File: src/rtl/uart_pkg.sv
// Shared UART defaults and the FSM state encoding used by both the tx and rx paths.
package uart_pkg;

    localparam int unsigned DEFAULT_CLK_FREQ  = 50_000_000;
    localparam int unsigned DEFAULT_BAUD_RATE = 115_200;

    typedef enum logic [1:0] {
        StIdle,
        StStart,
        StData,
        StStop
    } uart_state_e;

    // Bit-period counter width; runs 0 .. clks_per_bit-1.
    function automatic int unsigned cnt_width(input int unsigned clks_per_bit);
        return (clks_per_bit < 2) ? 1 : $clog2(clks_per_bit);
    endfunction

endpackage

File: src/rtl/uart_tx_rx_if.sv
// Parallel-side handshake of the UART: transmit request/data/busy and receive done/data.
interface uart_tx_rx_if;

    logic       tx_st;
    logic [7:0] tx_data;
    logic       tx_busy;
    logic       done;
    logic [7:0] rx_data;

    modport master (
        output tx_st,
        output tx_data,
        input  tx_busy,
        input  done,
        input  rx_data
    );

    modport slave (
        input  tx_st,
        input  tx_data,
        output tx_busy,
        output done,
        output rx_data
    );

endinterface

File: src/rtl/uart_tx.sv
// 8N1 UART transmitter with registered serial and busy outputs.
module uart_tx
    import uart_pkg::*;
#(
    parameter int unsigned CLKS_PER_BIT = DEFAULT_CLK_FREQ / DEFAULT_BAUD_RATE
) (
    input  logic       clk,
    input  logic       rst,
    input  logic       tx_st,
    input  logic [7:0] tx_data,
    output logic       tx_busy,
    output logic       tx_serial
);

    localparam int unsigned     CntW   = cnt_width(CLKS_PER_BIT);
    localparam logic [CntW-1:0] CntMax = CntW'(CLKS_PER_BIT - 1);

    uart_state_e     state_q;
    logic [CntW-1:0] cnt_q;
    logic [2:0]      bit_q;
    logic [7:0]      shift_q;
    logic            bit_end;

    assign bit_end = (cnt_q == CntMax);

    always_ff @(posedge clk or negedge rst) begin
        if (!rst) begin
            state_q   <= StIdle;
            cnt_q     <= '0;
            bit_q     <= '0;
            shift_q   <= '0;
            tx_busy   <= 1'b0;
            tx_serial <= 1'b1;
        end else begin
            case (state_q)
                StIdle: begin
                    if (tx_st) begin
                        shift_q   <= tx_data;
                        cnt_q     <= '0;
                        tx_serial <= 1'b0;
                        tx_busy   <= 1'b1;
                        state_q   <= StStart;
                    end
                end
                StStart: begin
                    if (bit_end) begin
                        cnt_q     <= '0;
                        bit_q     <= '0;
                        tx_serial <= shift_q[0];
                        shift_q   <= {1'b0, shift_q[7:1]};
                        state_q   <= StData;
                    end else begin
                        cnt_q <= cnt_q + 1'b1;
                    end
                end
                StData: begin
                    if (bit_end) begin
                        cnt_q <= '0;
                        if (bit_q == 3'd7) begin
                            tx_serial <= 1'b1;
                            state_q   <= StStop;
                        end else begin
                            bit_q     <= bit_q + 1'b1;
                            tx_serial <= shift_q[0];
                            shift_q   <= {1'b0, shift_q[7:1]};
                        end
                    end else begin
                        cnt_q <= cnt_q + 1'b1;
                    end
                end
                StStop: begin
                    // One idle cycle follows; a request seen there starts the next frame at once.
                    if (bit_end) begin
                        cnt_q   <= '0;
                        tx_busy <= 1'b0;
                        state_q <= StIdle;
                    end else begin
                        cnt_q <= cnt_q + 1'b1;
                    end
                end
                default: state_q <= StIdle;
            endcase
        end
    end

endmodule

File: src/rtl/uart_tx_rx.sv
// UART top: instantiates the transmitter and holds the mid-bit sampling receiver.
module uart_tx_rx
    import uart_pkg::*;
#(
    parameter int unsigned CLK_FREQ     = DEFAULT_CLK_FREQ,
    parameter int unsigned BAUD_RATE    = DEFAULT_BAUD_RATE,
    parameter int unsigned CLKS_PER_BIT = CLK_FREQ / BAUD_RATE
) (
    input  logic        clk,
    input  logic        rst,
    uart_tx_rx_if.slave bus,
    output logic        tx_serial,
    input  logic        rx_serial
);

    localparam int unsigned     CntW    = cnt_width(CLKS_PER_BIT);
    localparam logic [CntW-1:0] CntMax  = CntW'(CLKS_PER_BIT - 1);
    localparam logic [CntW-1:0] HalfMax = CntW'((CLKS_PER_BIT - 1) / 2);

    uart_tx #(
        .CLKS_PER_BIT(CLKS_PER_BIT)
    ) u_tx (
        .clk      (clk),
        .rst      (rst),
        .tx_st    (bus.tx_st),
        .tx_data  (bus.tx_data),
        .tx_busy  (bus.tx_busy),
        .tx_serial(tx_serial)
    );

    logic [1:0]      sync_q;
    logic            rx_s;
    uart_state_e     rx_state_q;
    logic [CntW-1:0] rx_cnt_q;
    logic [2:0]      rx_bit_q;
    logic [7:0]      rx_shift_q;
    logic [7:0]      rx_data_q;
    logic            done_q;
    logic            wait_high_q;

    assign rx_s        = sync_q[1];
    assign bus.done    = done_q;
    assign bus.rx_data = rx_data_q;

    always_ff @(posedge clk or negedge rst) begin
        if (!rst) begin
            sync_q      <= 2'b11;
            rx_state_q  <= StIdle;
            rx_cnt_q    <= '0;
            rx_bit_q    <= '0;
            rx_shift_q  <= '0;
            rx_data_q   <= 8'h00;
            done_q      <= 1'b0;
            wait_high_q <= 1'b0;
        end else begin
            sync_q <= {sync_q[0], rx_serial};
            done_q <= 1'b0;
            case (rx_state_q)
                StIdle: begin
                    // After a framing error the line must go high before a new start counts.
                    if (wait_high_q) begin
                        if (rx_s) wait_high_q <= 1'b0;
                    end else if (!rx_s) begin
                        rx_cnt_q   <= '0;
                        rx_state_q <= StStart;
                    end
                end
                StStart: begin
                    if (rx_cnt_q == HalfMax) begin
                        rx_cnt_q <= '0;
                        rx_bit_q <= '0;
                        rx_state_q <= rx_s ? StIdle : StData;
                    end else begin
                        rx_cnt_q <= rx_cnt_q + 1'b1;
                    end
                end
                StData: begin
                    if (rx_cnt_q == CntMax) begin
                        rx_cnt_q   <= '0;
                        rx_shift_q <= {rx_s, rx_shift_q[7:1]};
                        if (rx_bit_q == 3'd7) begin
                            rx_state_q <= StStop;
                        end else begin
                            rx_bit_q <= rx_bit_q + 1'b1;
                        end
                    end else begin
                        rx_cnt_q <= rx_cnt_q + 1'b1;
                    end
                end
                StStop: begin
                    if (rx_cnt_q == CntMax) begin
                        rx_cnt_q   <= '0;
                        rx_state_q <= StIdle;
                        if (rx_s) begin
                            rx_data_q <= rx_shift_q;
                            done_q    <= 1'b1;
                        end else begin
                            wait_high_q <= 1'b1;
                        end
                    end else begin
                        rx_cnt_q <= rx_cnt_q + 1'b1;
                    end
                end
                default: rx_state_q <= StIdle;
            endcase
        end
    end

endmodule

File: src/flat_wrapper.sv
// flat-port wrapper written by rule: the top's interface ports become plain ports
module uart_tx_rx_flat import uart_pkg::*;
#(
    parameter int unsigned CLK_FREQ     = DEFAULT_CLK_FREQ,
    parameter int unsigned BAUD_RATE    = DEFAULT_BAUD_RATE,
    parameter int unsigned CLKS_PER_BIT = CLK_FREQ / BAUD_RATE
)
  (clk, rst, tx_serial, rx_serial, bus_tx_st, bus_tx_data, bus_tx_busy, bus_done, bus_rx_data);
  uart_tx_rx_if bus_i ();
  input  logic clk;
  input  logic rst;
  output logic tx_serial;
  input  logic rx_serial;
  input wire logic [$bits(bus_i.tx_st)-1:0] bus_tx_st;
  input wire logic [$bits(bus_i.tx_data)-1:0] bus_tx_data;
  output wire logic [$bits(bus_i.tx_busy)-1:0] bus_tx_busy;
  output wire logic [$bits(bus_i.done)-1:0] bus_done;
  output wire logic [$bits(bus_i.rx_data)-1:0] bus_rx_data;
  assign bus_i.tx_st = bus_tx_st;
  assign bus_i.tx_data = bus_tx_data;
  assign bus_tx_busy = bus_i.tx_busy;
  assign bus_done = bus_i.done;
  assign bus_rx_data = bus_i.rx_data;
  uart_tx_rx #(.CLK_FREQ(CLK_FREQ), .BAUD_RATE(BAUD_RATE), .CLKS_PER_BIT(CLKS_PER_BIT)) u_core (.clk(clk), .rst(rst), .bus(bus_i), .tx_serial(tx_serial), .rx_serial(rx_serial));
endmodule
File: config.mk
export PLATFORM = sky130hd
export DESIGN_NAME = uart_tx_rx_flat
export DESIGN_NICKNAME = d
export VERILOG_FILES = /design/src/rtl/uart_pkg.sv /design/src/rtl/uart_tx_rx_if.sv /design/src/rtl/uart_tx.sv /design/src/rtl/uart_tx_rx.sv /design/src/flat_wrapper.sv
export SDC_FILE = /design/constraint.sdc
export NUM_CORES = 1
export LEC_CHECK = 0
export ABC_AREA = 1
export BUFFER_PORTS_ARGS = -buffer_cell sky130_fd_sc_hd__buf_2
export CAP_MARGIN = 20
export CORE_AREA = 4 4 83 85
export CTS_BUF_LIST = sky130_fd_sc_hd__clkbuf_4 sky130_fd_sc_hd__clkbuf_8 sky130_fd_sc_hd__clkbuf_16
export DETAILED_ROUTE_END_ITERATION = 12
export DIE_AREA = 0 0 87 89
export GPL_TIMING_DRIVEN = 0
export MAX_ROUTING_LAYER = met4
export PLACE_DENSITY_LB_ADDON = 0.3
export SLEW_MARGIN = 30
export SYNTH_ARGS = -nofsm -noshare
export SYNTH_HDL_FRONTEND = slang
export SYNTH_SLANG_ARGS = --single-unit
File: constraint.sdc
create_clock -name clk -period 1.9 [get_ports clk]
set_input_delay 0.38 -clock clk [delete_from_list [all_inputs] [get_ports clk]]
set_output_delay 0.38 -clock clk [all_outputs]
set_load 0.01 [all_outputs]
Yosys cells after proc, flatten, opt, wreduce, memory -nomap -nowiden --
Cells that the tools add are included.
Operators by class: add/subtract/negate cells 4, equality and inequality tests 25, muxes and demuxes 51, reductions and logical operators 20
Operators with widths (number):
- $mux 9 | 6
- $mux 8 | 4
- $pmux 9 s3 | 1
- $mux 2 | 12
- $pmux 8 s3 | 1
- $ne 2x2->1 const B | 10
- $add 9x1->9 const B | 2
- $eq 9x9->1 const B | 2
- $mux 3 | 6
- $pmux 9 s2 | 1
- $pmux 2 s4 | 2
- $mux 1 | 13
- $pmux 3 s2 | 2
- $reduce_and 4->1 | 3
- $reduce_and 5->1 | 2
- $eq 9x8->1 const B | 1
- $reduce_and 3->1 | 3
- $eq 2x2->1 const B | 4
- $ne 2x1->1 const B | 4
- $reduce_bool 2->1 | 4
- $add 3x1->3 const B | 2
- $eq 3x3->1 const B | 2
- $reduce_and 6->1 | 1
- $eq 2x1->1 const B | 2
- 7 further kinds | 10
Storage, ports and cells: flip-flop bits (word level) 58, input bits 12, output and inout bits 11, logic and storage cells 114

Logic depth before layout (Yosys ltp) --
Gate-level depths: netlist (run 1).
depth after elaboration 4, gate-level depth with buffers 11, gate-level depth less buffers 11

Cells and area by module --
A second synthesis (run 1) with hierarchy kept.
Second synthesis, totals: cell total of the unflattened synthesis 355, area total of the unflattened synthesis 3035.4 sq um
By module, submodules not included:
- uart_tx_rx | instances 1, cells an instance 194, area each 1657.8 sq um, seq. area each 853.3 sq um
- uart_tx | instances 1, cells an instance 161, area each 1377.6 sq um, seq. area each 601.8 sq um

Worst setup path after synthesis (run 1) --
Ideal clock, no wire load.
path kind reg2reg, start point register u_core.u_tx.state_q[0], end point register u_core.u_tx.shift_q[5], setup time 122 ps, arrival time 1503 ps, data required time 1778 ps, setup slack 275 ps, stages on the path, launching flop included 9, buffers on the path 1, clock period less this slack 1625 ps, cell sequence dfrtp_1 > inv_1 > ha_1 > or2_2 > nand2_1 > nand3_4 > buf_6 > nand2_1 > o21ai_2
On the way: longest elaborated chain between the ends 3, elaborated cells between the ends (all ways) 10, those cells by class eq/ne (6); mux (1); reduce/logical (3)
Ends and longest elaborated chain:
- start: declaration | line uart_tx.sv:18 | uart_state_e state_q;
- start signal: assignment | line uart_tx.sv:28 | state_q <= StIdle;
- start signal: assignment | line uart_tx.sv:42 | state_q <= StStart;
- start signal: assignment | line uart_tx.sv:51 | state_q <= StData;
- $eq 2x2->1 (tied with other cells) | line uart_tx.sv:35 | case (state_q)
- $ne 2x2->1 (no line) or $reduce_bool 3->1 (tied branches)
- $reduce_and 5->1 (no line)
- end signal: assignment | line uart_tx.sv:38 | shift_q <= tx_data;
- end signal: assignment | line uart_tx.sv:50 | shift_q <= {1'b0, shift_q[7:1]};
- end signal: assignment | line uart_tx.sv:65 | shift_q <= {1'b0, shift_q[7:1]};
- end: declaration | line uart_tx.sv:21 | logic [7:0] shift_q;
Several ways; a longest one is shown, not always the timed one. A chain may end at the register's enable or synchronous reset.

Worst setup path after layout (run 1) --
Ends and elaborated chain as after synthesis.

==> impl_metrics.json, run 1 <==
{
  "synth.distinct_cells": 30,
  "seq_area_um2": 1460,
  "synth_compound_area_frac": 0.118,
  "hold_violations": 0,
  "slew_violations": 0,
  "io_buffers": 22,
  "syn_nets": 371,
  "finalSetupViolCount": 0,
  "min_path_type": "input port to asynchronous set/reset pin",
  "synth_area_um2": 2980,
  "cts.sink_count": 58,
  "rsz0062_at_grt": "false",
  "multiInputGateArea_um2": 1290,
  "die_w_um": 87,
  "postCtsHoldBufs": 0,
  "max_slew.worst_pin.slew_ps": 721,
  "max_slew_margin": 0.520,
  "fmax_ghz": 0.574,
  "synthMuxAreaShare": 0.0235,
  "grt_max_degree": 59,
  "ctsLongestPathBuffers": 2,
  "skew_ps": 4.62,
  "via_per_inst": 4.97,
  "rrSetupSlack_ps": 160,
  "gp_congestion": 0.830,
  "rows": 29,
  "arrival_ps": 1960,
  "p_per_area_nw_per_um2": 1150,
  "synth-simple-area-share": 0.215,
  "drv_cap": 0,
  "synthXorXnorAreaFrac": 0.0176,
  "ys_ff_latch": 58,
  "grt.total_usage": 0.161,
  "grt_pass1_vias": 2226,
  "ant_nets": 0,
  "holdWs_ps": 92.0,
  "critPathKind": "flip-flop to flip-flop",
  "fillerInstances": 571,
  "finalSetupTns_ps": 0,
  "required_ps": 2120,
  "die_y_um": 89,
  "p_leak_nw": 1.76,
  "finalCriticalPeriod_ps": 1740,
  "synthCells": 345,
  "first_iter_violations": 55,
  "cp-end-kind": "flip-flop",
  "wire_per_inst_um": 11.4,
  "clk_latency_ps": 330,
  "clk_pin_slew_ps": 70,
  "drt-total-wl_mm": 5.27,
  "synth_warnings": 0,
  "area_growth_pct": 14.2,
  "yosysSeqAreaShare": 0.488,
  "place_hpwl_mm": 3.66,
  "synthAdderAreaFrac": 0.0588,
  "numCtsBuffers": 9,
  "fin_crit_sh": 0.917,
  "start_util": 0.480,
  "coreArea_um2": 6200,
  "h-tree-depth": 3,
  "antenna_found_initial": 0,
  "synth_top_family_by_area": "simple AND/OR/NAND/NOR gates",
  "dieArea_um2": 7740,
  "root_buffer": "clkbuf_8",
  "avgSynthCellArea_um2": 8.64,
  "vias": 2289,
  "insertedDiodeCount": 0,
  "grt_pass1_wl_mm": 9.44,
  "cts_tree": "built",
  "crit_fanout": 10,
  "io_pins": 23,
  "drc": 0,
  "worstSetupStartpointType": "flip-flop",
  "fin_nets": 405,
  "ir_drop_mv": 0.999,
  "grt-ovfl-total": 0,
  "drive_gt1_frac": 0.201,
  "status": "finished, final reports clean",
  "first_pass_iters": 4
}
## power breakdown
group	internal (mW)	switching (mW)	leakage (nW)
clock	0.670	0.496	0.105
combinational	0.488	0.737	0.896
sequential	1.42	0.117	0.763
total	2.58	1.35	1.76
## critical path: stages (launching register included)
cell and delay [ps]:
dfrtp_1 400, inv_1 90, ha_1 250, or2_2 350
nand2_2 120, nand3_4 110, buf_6 180, nand2_1 70
o21ai_2 50
## routing by layer
metal / vias to the layer above / wire (um) / global-route usage / part of all wire
met5: - / 0 / - / 0
met4: 0 / 112 / 0.0807 / 0.021
met3: 8 / 155 / 0.0452 / 0.029
met2: 33 / 2380 / 0.245 / 0.45
met1: 1077 / 2620 / 0.197 / 0.50
li1: 1171 / - / - / -
## cell families after synthesis
kind of cell | count (synthesis)
xor gates and xnor gates | 6
AOI/OAI and AO/OA | 59
DFF | 58
adders and majority gates | 14
muxes | 7
and+or+nand+nor | 143
buffers and inverters | 58
## synthesized netlist by cell type
library cell  instances  share of area
nand3_4               1         0.0059
nand3_1              13          0.022
a21oi_1               9          0.015
o31ai_1               2         0.0050
mux2i_1               7          0.024
xnor2_1               2         0.0059
nor2_1               20          0.025
nand4_1               2         0.0042
or2_2                 2         0.0042
dfrtp_1              55           0.46
clkbuf_1              1         0.0013
inv_2                 6         0.0076
o22ai_1               5          0.010
nor3_4                1         0.0055
ha_1                 14          0.059
nor3b_1               1         0.0025
buf_4                 1         0.0025
dfstp_2               3          0.026
nor3_1                7          0.012
o211ai_1              1         0.0025
buf_6                 2         0.0076
o21ai_2              11          0.032
nand2_1              87           0.11
nand2_2               4         0.0084
xor2_1                4          0.012
inv_1                48          0.060
nand2_4               1         0.0038
o21ai_0              31          0.052
nor2_2                2         0.0042
nor2_4                2         0.0076
## placed cells by master (no fill, tap or decap), drive strengths merged, types with 9 or more instances in the layout
| cell | count |
|---|---|
| clkbuf | 12 |
| nand2 | 92 |
| buf | 26 |
| dfrtp | 55 |
| nand3 | 14 |
| inv | 54 |
| o21ai | 42 |
| ha | 14 |
| a21oi | 9 |
| nor2 | 24 |
## path summary, 6_finish.rpt
| kind | startpoint | cells past startpoint | endpoint |
|---|---|---|---|
| hold / removal | rst | 1 | u_core.rx_bit_q[2] |
| min in group clk | rx_serial | 1 | u_core.sync_q[0] |
| setup / recovery | u_core.u_tx.state_q[0] | 8 | u_core.u_tx.shift_q[5] |
| hold reg to reg | u_core.sync_q[0] | 0 | u_core.sync_q[1] |
| max in group asynchronous | rst | 1 | u_core.rx_bit_q[0] |
| setup reg to reg | u_core.u_tx.state_q[0] | 8 | u_core.u_tx.shift_q[5] |
## per-stage QoR
step	cells	area, um2	worst slack, ps	utilization	power, mW
after floorplan	345	2980	275	-	2.51
after global placement	444	3190	132	0.513	2.74
after detailed placement	444	3190	104	0.514	2.77
after CTS	460	3390	83.5	0.547	3.95
after global routing	461	3400	30.6	0.548	4.23
final	461	3400	158	0.548	3.93
## sequential cells by signal, summed over array words and instances, names as in the netlist, named ones only
name,flops
u_core.rx_cnt_q,9
u_core.u_tx.cnt_q,9
u_core.bus.rx_data,8
u_core.rx_shift_q,8
u_core.u_tx.shift_q,8
u_core.rx_bit_q,3
u_core.u_tx.bit_q,3
u_core.sync_q,2
u_core.u_tx.state_q,2
u_core.bus.done,1
u_core.rx_state_q,1
u_core.u_tx.tx_busy,1
u_core.u_tx.tx_serial,1
u_core.wait_high_q,1
## area by class of cell
class / count / share of cell area
Sequential cell: 58 / 0.428
Clock inverter: 5 / 0.0154
Timing Repair Buffer: 23 / 0.0353
Inverter: 54 / 0.0596
Buffer: 4 / 0.0103
Multi-Input combinational cell: 229 / 0.379
Clock buffer: 11 / 0.0445
Tap cell: 77 / 0.0283
## what timing repair did
item	4_1_cts	5_1_grt
endpoints found under the setup margin	0	7
buffers inserted	0	1
gates resized for setup	0	3
No activity file was read; power rests on OpenSTA's default activity.
==> run 2, diff against run 1 <==
--- a/config.mk
+++ b/config.mk
@@ -12,7 +12,6 @@
 export CTS_BUF_LIST = sky130_fd_sc_hd__clkbuf_4 sky130_fd_sc_hd__clkbuf_8 sky130_fd_sc_hd__clkbuf_16
 export DETAILED_ROUTE_END_ITERATION = 12
 export DIE_AREA = 0 0 87 89
-export GPL_TIMING_DRIVEN = 0
 export MAX_ROUTING_LAYER = met4
 export PLACE_DENSITY_LB_ADDON = 0.3
 export SLEW_MARGIN = 30
==> run 2 against run 1 <==
  * Utilization shrank 0.10 points
  * Sequential power about the same
  * Final cell count decreased by 0.65%
  * Via count shrank 2.8%
  * Register-to-register slack hardly changed
  * Combinational power is 6% lower
  * Non-clock buffer count decreased by 3
  * Critical path depth decreased by 1
  * Clock power is 6% higher
  * Critical endpoint is now u_core.u_tx.shift_q[2]
  * Highest routed layer unchanged
==> impl_metrics.json, run 2 (synthesis results as in run 1) <==
{
  "cts-resized-gates": 0,
  "cts.sink_count": 58,
  "r2r_start": "u_core.u_tx.state_q[0]",
  "max_slew_margin": 0.667,
  "grt_pass1_vias": 2189,
  "top_usage_layer": "met2",
  "cp-end-kind": "flip-flop",
  "fmax_ghz": 0.572,
  "place_hpwl_mm": 3.65,
  "start_util": 0.480,
  "vias": 2224,
  "area_growth_pct": 14.0,
  "antenna_found_initial": 0,
  "cts_tree": "built",
  "top_regs": "u_core.rx_cnt_q x9, u_core.u_tx.cnt_q x9",
  "rsz0062_at_grt": "false",
  "worstSetupStartpointType": "flip-flop",
  "hold_violations": 0,
  "p_per_area_nw_per_um2": 1160,
  "gr-usage-met1": 0.199,
  "drive_gt1_frac": 0.192,
  "first_iter_violations": 78,
  "clk_latency_ps": 330,
  "max_slew.worst_pin.slew_ps": 500,
  "fin_crit_sh": 0.921,
  "grt-ovfl-total": 0,
  "p_leak_nw": 1.75,
  "finalSetupTns_ps": 0,
  "drv_cap": 0,
  "drt-total-wl_mm": 5.15,
  "arrival_ps": 1960,
  "required_ps": 2110,
  "rows": 29,
  "ctsLongestPathBuffers": 2,
  "met2_usage": 0.241,
  "skew_ps": 9.28,
  "layout_common_cells": "nand2_1 (87), dfrtp_1 (55), inv_1 (48)",
  "grt_pass1_wl_mm": 9.45,
  "wire_per_inst_um": 11.2,
  "finalCriticalPeriod_ps": 1750,
  "cts_setup_buffers": 0,
  "fin_nets": 402,
  "postCtsHoldBufs": 0,
  "r2r-end": "u_core.u_tx.shift_q[2]",
  "rrSetupSlack_ps": 150,
  "ir_drop_mv": 0.814,
  "via_per_inst": 4.86,
  "die_w_um": 87,
  "slew_violations": 0,
  "mostFrequentLayoutCell": "nand2_1",
  "grt.total_usage": 0.159,
  "insertedDiodeCount": 0,
  "ant_nets": 0,
  "h-tree-depth": 3,
  "root_buffer": "clkbuf_8",
  "drc": 0,
  "first_pass_iters": 4,
  "clk_pin_slew_ps": 70,
  "die_y_um": 89,
  "cp-startpoint": "u_core.u_tx.state_q[0]",
  "min_path_type": "input port to asynchronous set/reset pin",
  "dieArea_um2": 7740,
  "critPathKind": "flip-flop to flip-flop",
  "endpoint": "u_core.u_tx.shift_q[2]",
  "finalSetupViolCount": 0,
  "coreArea_um2": 6200,
  "crit_fanout": 16,
  "io_buffers": 22,
  "io_pins": 23,
  "p_total_mw": 3.93,
  "gp_congestion": 0.811,
  "use_met3": 0.0442,
  "status": "finished, final reports clean",
  "worstRegToRegCells": 7,
  "grt_max_degree": 59,
  "numCtsBuffers": 9
}
## run 2: changes by cell type in the layout (fill, tap and decap cells not counted)
| cell | previous run | this run |
|---|---|---|
| buf_12 | 0 | 1 |
| nand2_2 | 5 | 4 |
| clkinv_2 | 3 | 2 |
| bufinv_16 | 1 | 2 |
| clkbuf_8 | 11 | 9 |
| buf_6 | 2 | 0 |
| clkinvlp_4 | 1 | 2 |
| clkinv_4 | 0 | 1 |
| nand2_1 | 86 | 87 |
| buf_4 | 3 | 1 |
| buf_2 | 21 | 22 |
| clkbuf_2 | 1 | 0 |
## run 2: stage by stage
step	setup slack (ps)	hold slack, ps	instance area, um2	cells	util
5_1_grt	2.10	49.4	3400	458	0.547
3_5_place_dp	146	347	3180	442	0.512
4_1_cts	138	37.1	3400	458	0.547
3_3_place_gp	223	347	3180	442	0.512
6_report	151	23.1	3400	458	0.547
2_1_floorplan	275	84.4	2980	345	-
## run 2: metal layers
layer / routed length, um / up-vias
li1: - / 1164
met1: 2540 / 1032
met2: 2370 / 22
met3: 136 / 6
met4: 100 / 0
met5: 0 / -
## run 2: critical path: stages (launching register included)
cell	delay (ps)
dfrtp_1	390
inv_1	90
ha_1	250
or2_2	330
nand2_1	150
nand3_4	210
nand2_1	140
o21ai_2	60
## run 2: worst min path at each step
stage / from / end / cells after the start
6_report: rst / u_core.rx_cnt_q[6] / 2
5_1_grt: rst / u_core.bus.rx_data[6] / 2
4_1_cts: rst / u_core.rx_cnt_q[7] / 2
3_5_place_dp: u_core.sync_q[0] / u_core.sync_q[1] / 0
3_3_place_gp: u_core.sync_q[0] / u_core.sync_q[1] / 0
2_1_floorplan: rst / asynchronous set/reset pin / 0
## run 2: layout make-up
| type | count | area, um2 |
|---|---|---|
| multi-input combinational | 229 | 1290 |
| tap | 77 | 96.3 |
| clock inverter | 7 | 93.8 |
| sequential | 58 | 1460 |
| fill | 567 | 2810 |
| inverter | 54 | 203 |
| clock buffer | 9 | 124 |
| timing repair buffer | 24 | 138 |
## run 2: where the power goes
part | internal (mW) | total (mW) | switching (mW)
registers | 1.42 | 1.54 | 0.118
logic | 0.440 | 1.16 | 0.717
clock network | 0.735 | 1.24 | 0.507
total | 2.59 | 3.93 | 1.34
